==> config.mk <==
export PLATFORM = sky130hd
export DESIGN_NAME = uart_hex_formatter
export DESIGN_NICKNAME = d
export VERILOG_FILES = /design/src/rtl/uart_hex_formatter_pkg.sv /design/src/rtl/uart_hex_formatter_sync_fifo.sv /design/src/rtl/uart_hex_formatter.sv
export SDC_FILE = /design/constraint.sdc
export NUM_CORES = 1
export LEC_CHECK = 0
export CORE_MARGIN = 4
export CORE_UTILIZATION = 40
export DETAILED_ROUTE_END_ITERATION = 8
export HOLD_SLACK_MARGIN = 0.02
export PLACE_DENSITY = 0.62
export SLEW_MARGIN = 10
export SYNTH_ARGS = -nofsm -noshare
export SYNTH_HDL_FRONTEND = slang
export SYNTH_SLANG_ARGS = --single-unit
==> constraint.sdc <==
create_clock -name uart_clk -period 3.6 [get_ports uart_clk]
set_input_delay 0.54 -clock uart_clk [delete_from_list [all_inputs] [get_ports uart_clk]]
set_output_delay 0.54 -clock uart_clk [all_outputs]
set_load 0.005 [all_outputs]
==> src/rtl/uart_hex_formatter_pkg.sv <==
// Shared definitions for the UART hex formatter and its FIFO.
// Holds the FSM state encoding, the ASCII constants and the nibble-to-ASCII helper.
package uart_hex_formatter_pkg;

    // FSM states, 3-bit encoding; the value is exported on dbg_state
    typedef enum logic [2:0] {
        ST_IDLE = 3'd0,
        ST_HI   = 3'd1,
        ST_LO   = 3'd2,
        ST_SEP  = 3'd3,
        ST_LF   = 3'd4,
        ST_CR   = 3'd5
    } fmt_state_e;

    localparam logic [7:0] ASCII_LF   = 8'h0A;
    localparam logic [7:0] ASCII_CR   = 8'h0D;
    localparam logic [7:0] ASCII_0    = 8'h30;
    localparam logic [7:0] ASCII_A_UC = 8'h41;
    localparam logic [7:0] ASCII_A_LC = 8'h61;

    // Map a 4-bit nibble to its ASCII hex digit; upper selects A-F versus a-f
    function automatic logic [7:0] hex_char(input logic [3:0] n, input logic upper);
        logic [7:0] base;
        if (n < 4'd10) begin
            return ASCII_0 + {4'h0, n};
        end
        base = upper ? ASCII_A_UC : ASCII_A_LC;
        return base + {4'h0, n} - 8'd10;
    endfunction

endpackage

==> src/rtl/uart_hex_formatter_sync_fifo.sv <==
// Single-clock FIFO with full/empty flags and a show-ahead read port:
// rd_data always presents the oldest entry, rd_en retires it.
// Writes while full and reads while empty are ignored.
module uart_hex_formatter_sync_fifo #(
    parameter int WIDTH = 8,
    parameter int DEPTH = 16
) (
    input  logic             clk,
    input  logic             rst,
    input  logic             wr_en,
    input  logic [WIDTH-1:0] wr_data,
    input  logic             rd_en,
    output logic [WIDTH-1:0] rd_data,
    output logic             full,
    output logic             empty
);

    localparam int AW = $clog2(DEPTH);

    // Pointers carry one extra wrap bit so full and empty are distinguishable
    logic [AW:0]      wr_ptr;
    logic [AW:0]      rd_ptr;
    logic [WIDTH-1:0] mem [DEPTH];
    logic             do_wr;
    logic             do_rd;

    assign empty   = (wr_ptr == rd_ptr);
    assign full    = (wr_ptr[AW] != rd_ptr[AW]) && (wr_ptr[AW-1:0] == rd_ptr[AW-1:0]);
    assign do_wr   = wr_en && !full;
    assign do_rd   = rd_en && !empty;
    assign rd_data = mem[rd_ptr[AW-1:0]];

    // Pointer update; full/empty are taken from the pre-edge pointers
    always_ff @(posedge clk) begin
        if (rst) begin
            wr_ptr <= '0;
            rd_ptr <= '0;
        end else begin
            if (do_wr) begin
                wr_ptr <= wr_ptr + (AW+1)'(1);
            end
            if (do_rd) begin
                rd_ptr <= rd_ptr + (AW+1)'(1);
            end
        end
    end

    // Storage array; contents need no reset because the pointers define validity
    always_ff @(posedge clk) begin
        if (do_wr) begin
            mem[wr_ptr[AW-1:0]] <= wr_data;
        end
    end

endmodule

==> src/rtl/uart_hex_formatter.sv <==
// Buffers 8-bit samples and streams each as two ASCII hex digits plus a separator,
// ending every VALS_PER_LINE values with LF, CR instead of the separator.
//
// Byte handshake: tx_data/tx_valid are registered; a byte moves when tx_valid and
// tx_ready are both high at a rising edge. While tx_valid=1 and tx_ready=0 neither
// tx_valid nor tx_data changes.
module uart_hex_formatter
    import uart_hex_formatter_pkg::*;
#(
    parameter int         FIFO_DEPTH    = 16,
    parameter int         VALS_PER_LINE = 16,
    parameter logic [7:0] SEP_CHAR      = 8'h20,
    parameter bit         UPPERCASE     = 1'b1
) (
    input  logic       uart_clk,
    input  logic       uart_rst,
    input  logic       pix_valid,
    input  logic [7:0] pix_data,
    output logic       pix_drop,
    input  logic       fmt_en,
    output logic [7:0] tx_data,
    output logic       tx_valid,
    input  logic       tx_ready,
    output logic       line_done,
    output logic [2:0] dbg_state
);

    localparam int                 CNT_W    = (VALS_PER_LINE > 1) ? $clog2(VALS_PER_LINE) : 1;
    localparam logic [CNT_W-1:0]   CNT_LAST = CNT_W'(VALS_PER_LINE - 1);

    fmt_state_e       state_q, state_d;
    logic [3:0]       lo_nib_q, lo_nib_d;
    logic [CNT_W-1:0] cnt_q, cnt_d;
    logic [7:0]       tx_data_q, tx_data_d;
    logic             tx_valid_q, tx_valid_d;
    logic             line_done_q, line_done_d;
    logic             pix_drop_q;

    logic             fifo_pop;
    logic [7:0]       fifo_rd_data;
    logic             fifo_full;
    logic             fifo_empty;
    logic             xfer;

    uart_hex_formatter_sync_fifo #(
        .WIDTH (8),
        .DEPTH (FIFO_DEPTH)
    ) u_fifo (
        .clk     (uart_clk),
        .rst     (uart_rst),
        .wr_en   (pix_valid),
        .wr_data (pix_data),
        .rd_en   (fifo_pop),
        .rd_data (fifo_rd_data),
        .full    (fifo_full),
        .empty   (fifo_empty)
    );

    assign xfer = tx_valid_q && tx_ready;

    // Next-state and next-output logic; the output registers are loaded with the
    // byte belonging to the state being entered so they are valid on entry.
    // Only the low nibble is kept: the high nibble goes straight to tx_data on pop.
    always_comb begin
        state_d     = state_q;
        lo_nib_d    = lo_nib_q;
        cnt_d       = cnt_q;
        tx_data_d   = tx_data_q;
        tx_valid_d  = tx_valid_q;
        line_done_d = 1'b0;
        fifo_pop    = 1'b0;

        unique case (state_q)
            ST_IDLE: begin
                if (fmt_en && !fifo_empty) begin
                    fifo_pop   = 1'b1;
                    lo_nib_d   = fifo_rd_data[3:0];
                    tx_data_d  = hex_char(fifo_rd_data[7:4], UPPERCASE);
                    tx_valid_d = 1'b1;
                    state_d    = ST_HI;
                end
            end
            ST_HI: begin
                if (xfer) begin
                    tx_data_d = hex_char(lo_nib_q, UPPERCASE);
                    state_d   = ST_LO;
                end
            end
            ST_LO: begin
                if (xfer) begin
                    if (cnt_q == CNT_LAST) begin
                        tx_data_d = ASCII_LF;
                        state_d   = ST_LF;
                    end else begin
                        cnt_d     = cnt_q + CNT_W'(1);
                        tx_data_d = SEP_CHAR;
                        state_d   = ST_SEP;
                    end
                end
            end
            ST_SEP: begin
                if (xfer) begin
                    tx_valid_d = 1'b0;
                    state_d    = ST_IDLE;
                end
            end
            ST_LF: begin
                if (xfer) begin
                    tx_data_d = ASCII_CR;
                    state_d   = ST_CR;
                end
            end
            ST_CR: begin
                if (xfer) begin
                    cnt_d       = '0;
                    line_done_d = 1'b1;
                    tx_valid_d  = 1'b0;
                    state_d     = ST_IDLE;
                end
            end
            default: begin
                tx_valid_d = 1'b0;
                state_d    = ST_IDLE;
            end
        endcase
    end

    // State, value, line counter and output registers; reset abandons any partial line
    always_ff @(posedge uart_clk) begin
        if (uart_rst) begin
            state_q     <= ST_IDLE;
            lo_nib_q    <= '0;
            cnt_q       <= '0;
            tx_data_q   <= 8'h00;
            tx_valid_q  <= 1'b0;
            line_done_q <= 1'b0;
        end else begin
            state_q     <= state_d;
            lo_nib_q    <= lo_nib_d;
            cnt_q       <= cnt_d;
            tx_data_q   <= tx_data_d;
            tx_valid_q  <= tx_valid_d;
            line_done_q <= line_done_d;
        end
    end

    // Drop pulse: a sample offered while the FIFO was full before this edge is lost
    always_ff @(posedge uart_clk) begin
        if (uart_rst) begin
            pix_drop_q <= 1'b0;
        end else begin
            pix_drop_q <= pix_valid && fifo_full;
        end
    end

    assign tx_data   = tx_data_q;
    assign tx_valid  = tx_valid_q;
    assign line_done = line_done_q;
    assign pix_drop  = pix_drop_q;
    assign dbg_state = state_q;

endmodule

# Word-level counts from Yosys, hierarchy flattened
# Memories as Yosys holds them, arrays and structs flattened. A register that Yosys moved wholly into a read port is not among the register bits.
# Cells that the tools add are included.
# classes
add_sub_neg	9
n_lt_le_gt_ge	2
n_bitwise	2
mux	37
n_eq_ne	16
n_reduce_logical	19
# op_table
operator	n
$mux W8	8
$pmux W8 S4	1
$mux W4	5
$mux W3	6
$add A7 B4 Y8 const A	2
$sub A8 B4 Y8 const B	2
$pmux W3 S5	1
$add A6 B4 Y7 const A	2
$mux W1	13
$ne A2 B2 Y1 const B	6
$add A5 B1 Y5 const B	2
$reduce_and A5 Y1	2
$lt A4 B4 Y1 const B	2
$pmux W4 S2	1
$eq A3 B2 Y1 const B	2
$eq A3 B3 Y1 const B	2
$logic_and A1 B1 Y1	6
$mux W6	1
$eq A5 B5 Y1	1
$add A4 B1 Y4 const B	1
$eq A4 B4 Y1	1
$eq A4 B4 Y1 const B	1
$reduce_and A4 Y1	1
$reduce_bool A4 Y1	1
other kinds (12)	15
# totals
elab_cells	95
mem_count	1
ramBits	128
register_bits	32
out_inout_bits	14
# mem_list
name	depth	width	read_ports	rd_ports_with_merged_regs	wr	line_no	rtl
u_fifo.mem	16	8	1	1	1	uart_hex_formatter_sync_fifo.sv:23	logic [WIDTH-1:0] mem [DEPTH];

# Depth between registers and ports, before layout
# Gate-level depths: netlist of the first run.
# logic_depth
depth_word	8
depth_mapped	12

# Hierarchy
# From an unflattened synthesis of the first run, not the netlist that was laid out.
# hier_totals
hier_cells	436
area_unflattened_um2	7173.1
# modules_own_cells
module	area_per_inst_um2	seq_area_each_um2	n_inst	cells_per_inst
uart_hex_formatter_sync_fifo	5849.4	4124.0	1	283
uart_hex_formatter	1323.8	420.4	1	153

# Worst setup path before layout of the first run
# Ideal clock, no wire load.
# synth_timing
kind	register to register
startpoint	register u_fifo.wr_ptr[2]
endpoint	memory u_fifo.mem[3][0], enable pin
n_path_buf	2
required_ns	3.217
stages_incl_launch_ff	9
path_slack_ns	1.403
t_arrival_ns	1.813
path_cell_list	dfxtp_1 buf_2 xnor2_1 nand4_1 nand2b_1 and2_1 buf_2 nand2_1 nor3_1
# synth_via
elab_chain_len	6
# synth_rtl
item	line_no	rtl
from (decl)	uart_hex_formatter_sync_fifo.sv:21	logic [AW:0] wr_ptr;
from (signal assigned)	uart_hex_formatter_sync_fifo.sv:40	wr_ptr <= wr_ptr + (AW+1)'(1);
$eq A4 B4 Y1	uart_hex_formatter_sync_fifo.sv:28	assign full = (wr_ptr[AW] != rd_ptr[AW]) && (wr_ptr[AW-1:0] == rd_ptr[AW-1:0]);
$logic_and A1 B1 Y1	uart_hex_formatter_sync_fifo.sv:28	
$logic_not A1 Y1	uart_hex_formatter_sync_fifo.sv:29	assign do_wr = wr_en && !full;
$logic_and A1 B1 Y1	uart_hex_formatter_sync_fifo.sv:29	
$mux W1	uart_hex_formatter_sync_fifo.sv:50	if (do_wr) begin
$mux W1 (not written as such)	uart_hex_formatter_sync_fifo.sv:51	mem[wr_ptr[AW-1:0]] <= wr_data;
to (decl)	uart_hex_formatter_sync_fifo.sv:23	
# Parallel ways exist; a longest one is shown, timed or not.

==> impl_metrics.tcl, run 1 <==
set metrics [dict create \
    tns_ns 0 \
    clockBufferDepth 2 \
    synth_adder_area_share_pct 1.465 \
    hold_end "tx_data[1]" \
    grt_pass1_vias 3761 \
    powerDensity_nw_per_um2 598.2 \
    routed-via-count 3864 \
    reg2regPathDepth 8 \
    yosys.area_share.simple_pct 8.976 \
    p_total_w 0.004803 \
    start_util_pct 41.04 \
    finalCritPeriodShare_pct 72.85 \
    grt_pass1_wl_um 21630 \
    overflow 0 \
    synth_cells 455 \
    synth_top_family_by_area "multiplexers" \
    fin_skew_ns 0.009474 \
    insertion_delay_ns 0.41 \
    synth_compound_area_share_pct 6.521 \
    hold_class "flop to flop" \
    drt_iter0_drc 350 \
    most-common-layout-cells "edfxtp_1 (128), nor2_1 (45), dfxtp_1 (34), nand2_1 (32), mux4_2 (29)" \
    cap_violations 0 \
    grt_max_degree 30 \
    cts_sinks 163 \
    drc 0 \
    numPortBuffers 25 \
    drt-pass1-iter-count 5 \
    yosys_warnings 0 \
    p_leak_nw 2.618 \
    viasPerCell 5.293 \
    status "complete, no violations" \
    layout_commonest_cell "edfxtp_1" \
    die_area_um2 19230 \
    critPathKind "flop to flop" \
    clkTransAtPathRegs_ns 0.06 \
    cts_tree "yes" \
    final_hold_viol_count 0 \
    syn_to_final_growth_pct 17.55 \
    gp_congestion 0.7820 \
    grt_usage_pct 14.82 \
    drv_slew 0 \
    cts_htree_levels 4 \
    ctsResizeCount 0 \
    final_layout_size_suffix_gt1_share_pct 18.82 \
    max_freq_mhz 381.3 \
    nets 518 \
    ioPinCount 27 \
    seqPwrFrac_pct 45.6 \
    slew_headroom_pct 47.38 \
    whs_ns 0.4679 \
    die_x_um 138.7 \
    die-height_um 138.7 \
    synth_edf_count 128 \
    finalSetupViolations 0 \
    postCtsHoldBufs 0 \
    synth_seq_area_share_pct 66.53 \
    critPathCaptureType "flop" \
    antenna_found_initial 0 \
    syn_nets 476 \
    r2r_slack_ns 0.98 \
    core.rowCount 47 \
    worstPathArrival_ns 2.98 \
    max_slew.worst_pin.slew_ns 0.7882 \
    wl_per_cell_um 19.03 \
    ys_ff_latch 163 \
    swShare_pct 23.42 \
    hold_depth 1 \
    p_int_w 0.003678 \
    core-area_um2 16640 \
    power_switching_w 0.001125 \
    synth_area_um2 6830 \
    hpwl_um 9041 \
    cts_setup_buffers 0 \
    ys.flop_type "edfxtp_1" \
    r2r_end "tx_data[1]" \
    cts_buffers 17 \
    synth-async-reset-ratio_pct 0 \
    p_clk_share_pct 40.3 \
    synthMuxAreaShare_pct 12.07 \
    cp_max_fo 21 \
    period_needed_ns 2.622 \
    rsz0062_at_grt "no" \
    syn_avg_cell_area_um2 15.01 \
    clock-root-buffer "clkbuf_16" \
    drt-total-wl_um 13890 \
    hold_path_startpoint "tx_data[1]" \
    synthDistinctLibCells 54 \
    antenna_cells 0 \
    start_kind "flop" \
    comb_power_share_pct 14.2 \
    synthXorXnorAreaFrac_pct 2.052 \
    ir_drop_uv 442.7 \
    ant_nets 0 \
    cp.required_ns 3.96 \
]
## per-layer routing
| metal | global-route usage, % | share of wire, % | vias up |
|---|---|---|---|
| met5 | 0 | 0 | - |
| met1 | 20.58 | 46 | 1929 |
| met4 | 5.252 | 1.3 | 0 |
| li1 | - | - | 1820 |
| met2 | 23.36 | 48 | 100 |
| met3 | 3.103 | 4.7 | 15 |
## worst max path at each step
stage / startpoint / endpoint / slack [ns] / cells past startpoint
after floorplan: u_fifo.wr_ptr[2] / u_fifo.mem[3][0] / 1.40 / 8
after global placement: flop / tx_data[5] / 0.96 / 7
after detailed placement: flop / tx_data[1] / 0.95 / 8
after CTS: flop / tx_data[1] / 0.94 / 8
after global routing: flop / tx_data[6] / 0.72 / 10
final: flop / tx_data[1] / 0.98 / 8
## synthesized netlist by cell type (all sizes together) (2+ instances only)
cell / n / share of area, %
a211oi: 5 / 0.70
a21oi: 22 / 1.7
a221oi: 2 / 0.44
a22oi: 3 / 0.48
a311oi: 3 / 0.38
and3: 3 / 0.27
buf: 15 / 1.4
clkbuf: 8 / 0.44
dfxtp: 35 / 10
edfxtp: 128 / 56
ha: 8 / 1.5
inv: 9 / 0.49
mux2: 2 / 0.33
mux2i: 7 / 1.0
mux4: 32 / 11
nand2: 32 / 1.8
nand2b: 8 / 0.73
nand3: 9 / 0.73
nand4: 6 / 0.55
nor2: 45 / 2.5
nor2b: 7 / 0.64
nor3: 11 / 0.88
nor4: 2 / 0.18
o21a: 3 / 0.33
o21ai: 16 / 1.2
o21bai: 2 / 0.22
or3: 2 / 0.18
xnor2: 8 / 1.0
xor2: 8 / 1.0
## state kept, by name (all words and copies together) (netlist names), named ones only
signal / cells
pix_drop: 1
cnt_q: 4
line_done: 1
tx_data: 7
dbg_state: 3
u_fifo.rd_ptr: 5
lo_nib_q: 4
tx_valid: 1
u_fifo.mem: 128
u_fifo.wr_ptr: 5
## power by group through the flow
stage,clock (W),combinational [W],sequential (W)
floorplan,0,0.000529,0.00217
global placement,0,0.000676,0.00223
CTS,0.00197,0.000688,0.00219
finish,0.00193,0.000680,0.00219
global route,0.00205,0.000746,0.00220
detailed placement,0,0.000683,0.00223
## worst max-delay path: stages, from the launching register on
cell,delay [ns]
dfxtp_2,0.76
mux2i_1,0.19
a221oi_2,0.38
nor2_1,0.09
o21ai_2,0.27
inv_1,0.09
ha_1,0.30
a2111oi_1,0.36
a21o_1,0.12
## metrics by stage
step                      std cells  utilization, %  cell area (µm²)  setup WS [ns]
after floorplan                 455               -             6830          1.403
after detailed placement        698           44.40             7390         0.9517
after global placement          698           44.40             7390         0.9613
after global routing            730           48.24             8029         0.7176
final                           730           48.24             8029         0.9775
after CTS                       730           48.24             8029         0.9423
## cell families after synthesis
family                     after synthesis
DFF                                    163
and+or+nand+nor                        130
AOI/OAI and AO/OA                       64
muxes                                   41
buffers and inverters                   32
xor gates and xnor gates                16
adders and majority gates                8
other                                    1
## cell type report
cell class	count	area [µm²]
flip-flops and latches	163	4546
fillers	1393	8613
repair buffers	46	407.9
multi-input cells	260	2127
clock buffers	18	429.2
clock inverters	14	210.2
well taps	220	275.3
inverters	9	33.78
Power figures use the tool's default switching activity.
==> run 2, diff against run 1 <==
Clock period 3.6 ns to 2.7 ns, I/O delays scaled along.
==> run 2 against run 1 <==
Maximum frequency grew 11%. Setup slack lost 0.64 ns. Non-clock buffer count grew 11. Flip-flop and latch count is the same. Clock skew grew 0.0045 ns. Clock power grew 25%. Sequential share of layout area shrank 0.21 points. Utilization grew 0.20 points. Design area grew 0.42%. Clock-buffer cell count grew 4. Register-to-register slack lost 0.64 ns. Critical endpoint unchanged. Largest cell class unchanged. Largest power group unchanged.
==> impl_metrics.tcl, run 2 (same netlist as run 1, synthesis figures left out) <==
set metrics [dict create \
    layout_commonest_cell "edfxtp_1" \
    numPortBuffers 25 \
    clkTransAtPathRegs_ns 0.06 \
    cts_sinks 163 \
    period_needed_ns 2.360 \
    finalSetupViolations 0 \
    final_core_util_pct 48.45 \
    clock-root-buffer "clkbuf_16" \
    grt_pass1_vias 3961 \
    hpwl_um 9229 \
    drc 0 \
    syn_to_final_growth_pct 18.04 \
    start_util_pct 41.04 \
    slew_headroom_pct 59.23 \
    layout.cells.non_filler 741 \
    dp_cells 709 \
    fin_skew_ns 0.01394 \
    worstPathArrival_ns 2.72 \
    hold_class "flop to flop" \
    drv_slew 0 \
    status "complete, no violations" \
    nets 529 \
    drt-pass1-iter-count 5 \
    cap_violations 0 \
    max_freq_mhz 423.7 \
    p_leak_nw 2.653 \
    comb_power_share_pct 15.2 \
    critPathCaptureType "flop" \
    wl_per_cell_um 18.78 \
    most-common-layout-cells "edfxtp_1 (128), nor2_1 (45), dfxtp_1 (34), nand2_1 (32), buf_4 (32)" \
    swShare_pct 23.86 \
    cts_htree_levels 4 \
    final_area_um2 8063 \
    die_area_um2 19230 \
    routed-via-count 3889 \
    finalCritPeriodShare_pct 87.42 \
    p_clk_share_pct 38.5 \
    multi_input_area_um2 2127 \
    p_int_w 0.004772 \
    cp_cell_sequence "buf_4, mux2i_1, a221oi_2, nor2_1, o21ai_2, inv_1, ha_1, a2111oi_1, a21o_1" \
    start_kind "flop" \
    critPathKind "flop to flop" \
    powerDensity_nw_per_um2 777.2 \
    core.rowCount 47 \
    max_stage_delay_ns 0.51 \
    drt-total-wl_um 13920 \
    seqPwrFrac_pct 46.3 \
    place_area_um2 7472 \
    clockBufferDepth 2 \
    die-height_um 138.7 \
    final_layout_size_suffix_gt1_share_pct 20.15 \
    tns_ns 0 \
    ir_drop_uv 469.1 \
    n_fill_cell 1410 \
    gp_congestion 0.9098 \
    grt_pass1_wl_um 22290 \
    largest_reg_flops 128 \
    cpMaxStageDelayCell "dfxtp_4" \
    ant_nets 0 \
    drt_iter0_drc 294 \
    grt_max_degree 29 \
    core-area_um2 16640 \
    grt_usage_pct 15.18 \
    cp_max_fo 14 \
    die_x_um 138.7 \
    antenna_found_initial 0 \
    viasPerCell 5.248 \
    whs_ns 0.4874 \
    insertion_delay_ns 0.42 \
    antenna_cells 0 \
    rsz0062_at_grt "no" \
    max_slew.worst_pin.slew_ns 0.6107 \
    cts_buffers 17 \
    register_area_um2 4548 \
    overflow 0 \
    cp.required_ns 3.06 \
    final_hold_viol_count 0 \
    cts_tree "yes" \
    power_switching_w 0.001495 \
    ioPinCount 27 \
]
run 2: changes by cell type in the layout (fill, tap and decap cells not counted), sizes merged:
| cell | delta |
|---|---|
| bufinv | -2 |
| buf | +11 |
| clkbuf | +4 |
| clkinv | -2 |
run 2: repair_timing:
| action | CTS | global route |
|---|---|---|
| setup buffers | 0 | 0 |
| gates resized for setup | 0 | 1 |
| endpoints found under the setup margin | 0 | 3 |
| endpoints found under the hold margin | 0 | 0 |
| hold buffers | 0 | 0 |
run 2: per-layer routing:
metal	wire [µm]	part of all wire [%]	track usage, %
met1	6143	44	19.98
met2	6835	49	24.77
met3	691	5.0	3.931
met4	244	1.8	5.046
met5	0	0	0
run 2: final timing paths:
path | startpoint | endpoint | slack, ns | depth (start not counted)
setup / recovery | flop | tx_data[1] | 0.34 | 9
hold reg to reg | tx_data[1] | tx_data[1] | 0.49 | 1
setup reg to reg | flop | tx_data[1] | 0.34 | 9
hold / removal | tx_data[1] | tx_data[1] | 0.49 | 1
run 2: critical path, delay by kind of cell (launching register included):
kind | cells | cell delay [ns]
compound gates | 4 | 0.98
fa+ha+maj | 1 | 0.28
buf+inv | 2 | 0.32
flops | 1 | 0.51
mux | 1 | 0.11
simple gates | 1 | 0.10
run 2: power groups by stage:
stage | registers, W | clock network [W] | logic (W)
final | 0.00290 | 0.00241 | 0.000952
after global routing | 0.00292 | 0.00257 | 0.00105
after CTS | 0.00290 | 0.00246 | 0.000964
after detailed placement | 0.00296 | 0 | 0.000960
after global placement | 0.00295 | 0 | 0.000947
after floorplan | 0.00290 | 0 | 0.000706
run 2: layout make-up:
class                           count  share of cell area, %
Multi-Input combinational cell    260                  26.38
Inverter                            9                 0.4190
Clock inverter                     10                  1.660
Clock buffer                       22                  5.633
Tap cell                          220                  3.414
Timing Repair Buffer               57                  6.083
Sequential cell                   163                  56.41
run 2: through the flow:
stage                     setup WS (ns)  total power (W)
after detailed placement         0.1638         0.003919
after CTS                        0.1475         0.006329
after global placement           0.2785         0.003899
final                            0.3397         0.006267
after floorplan                  0.5034         0.003605
after global routing            0.01872         0.006543
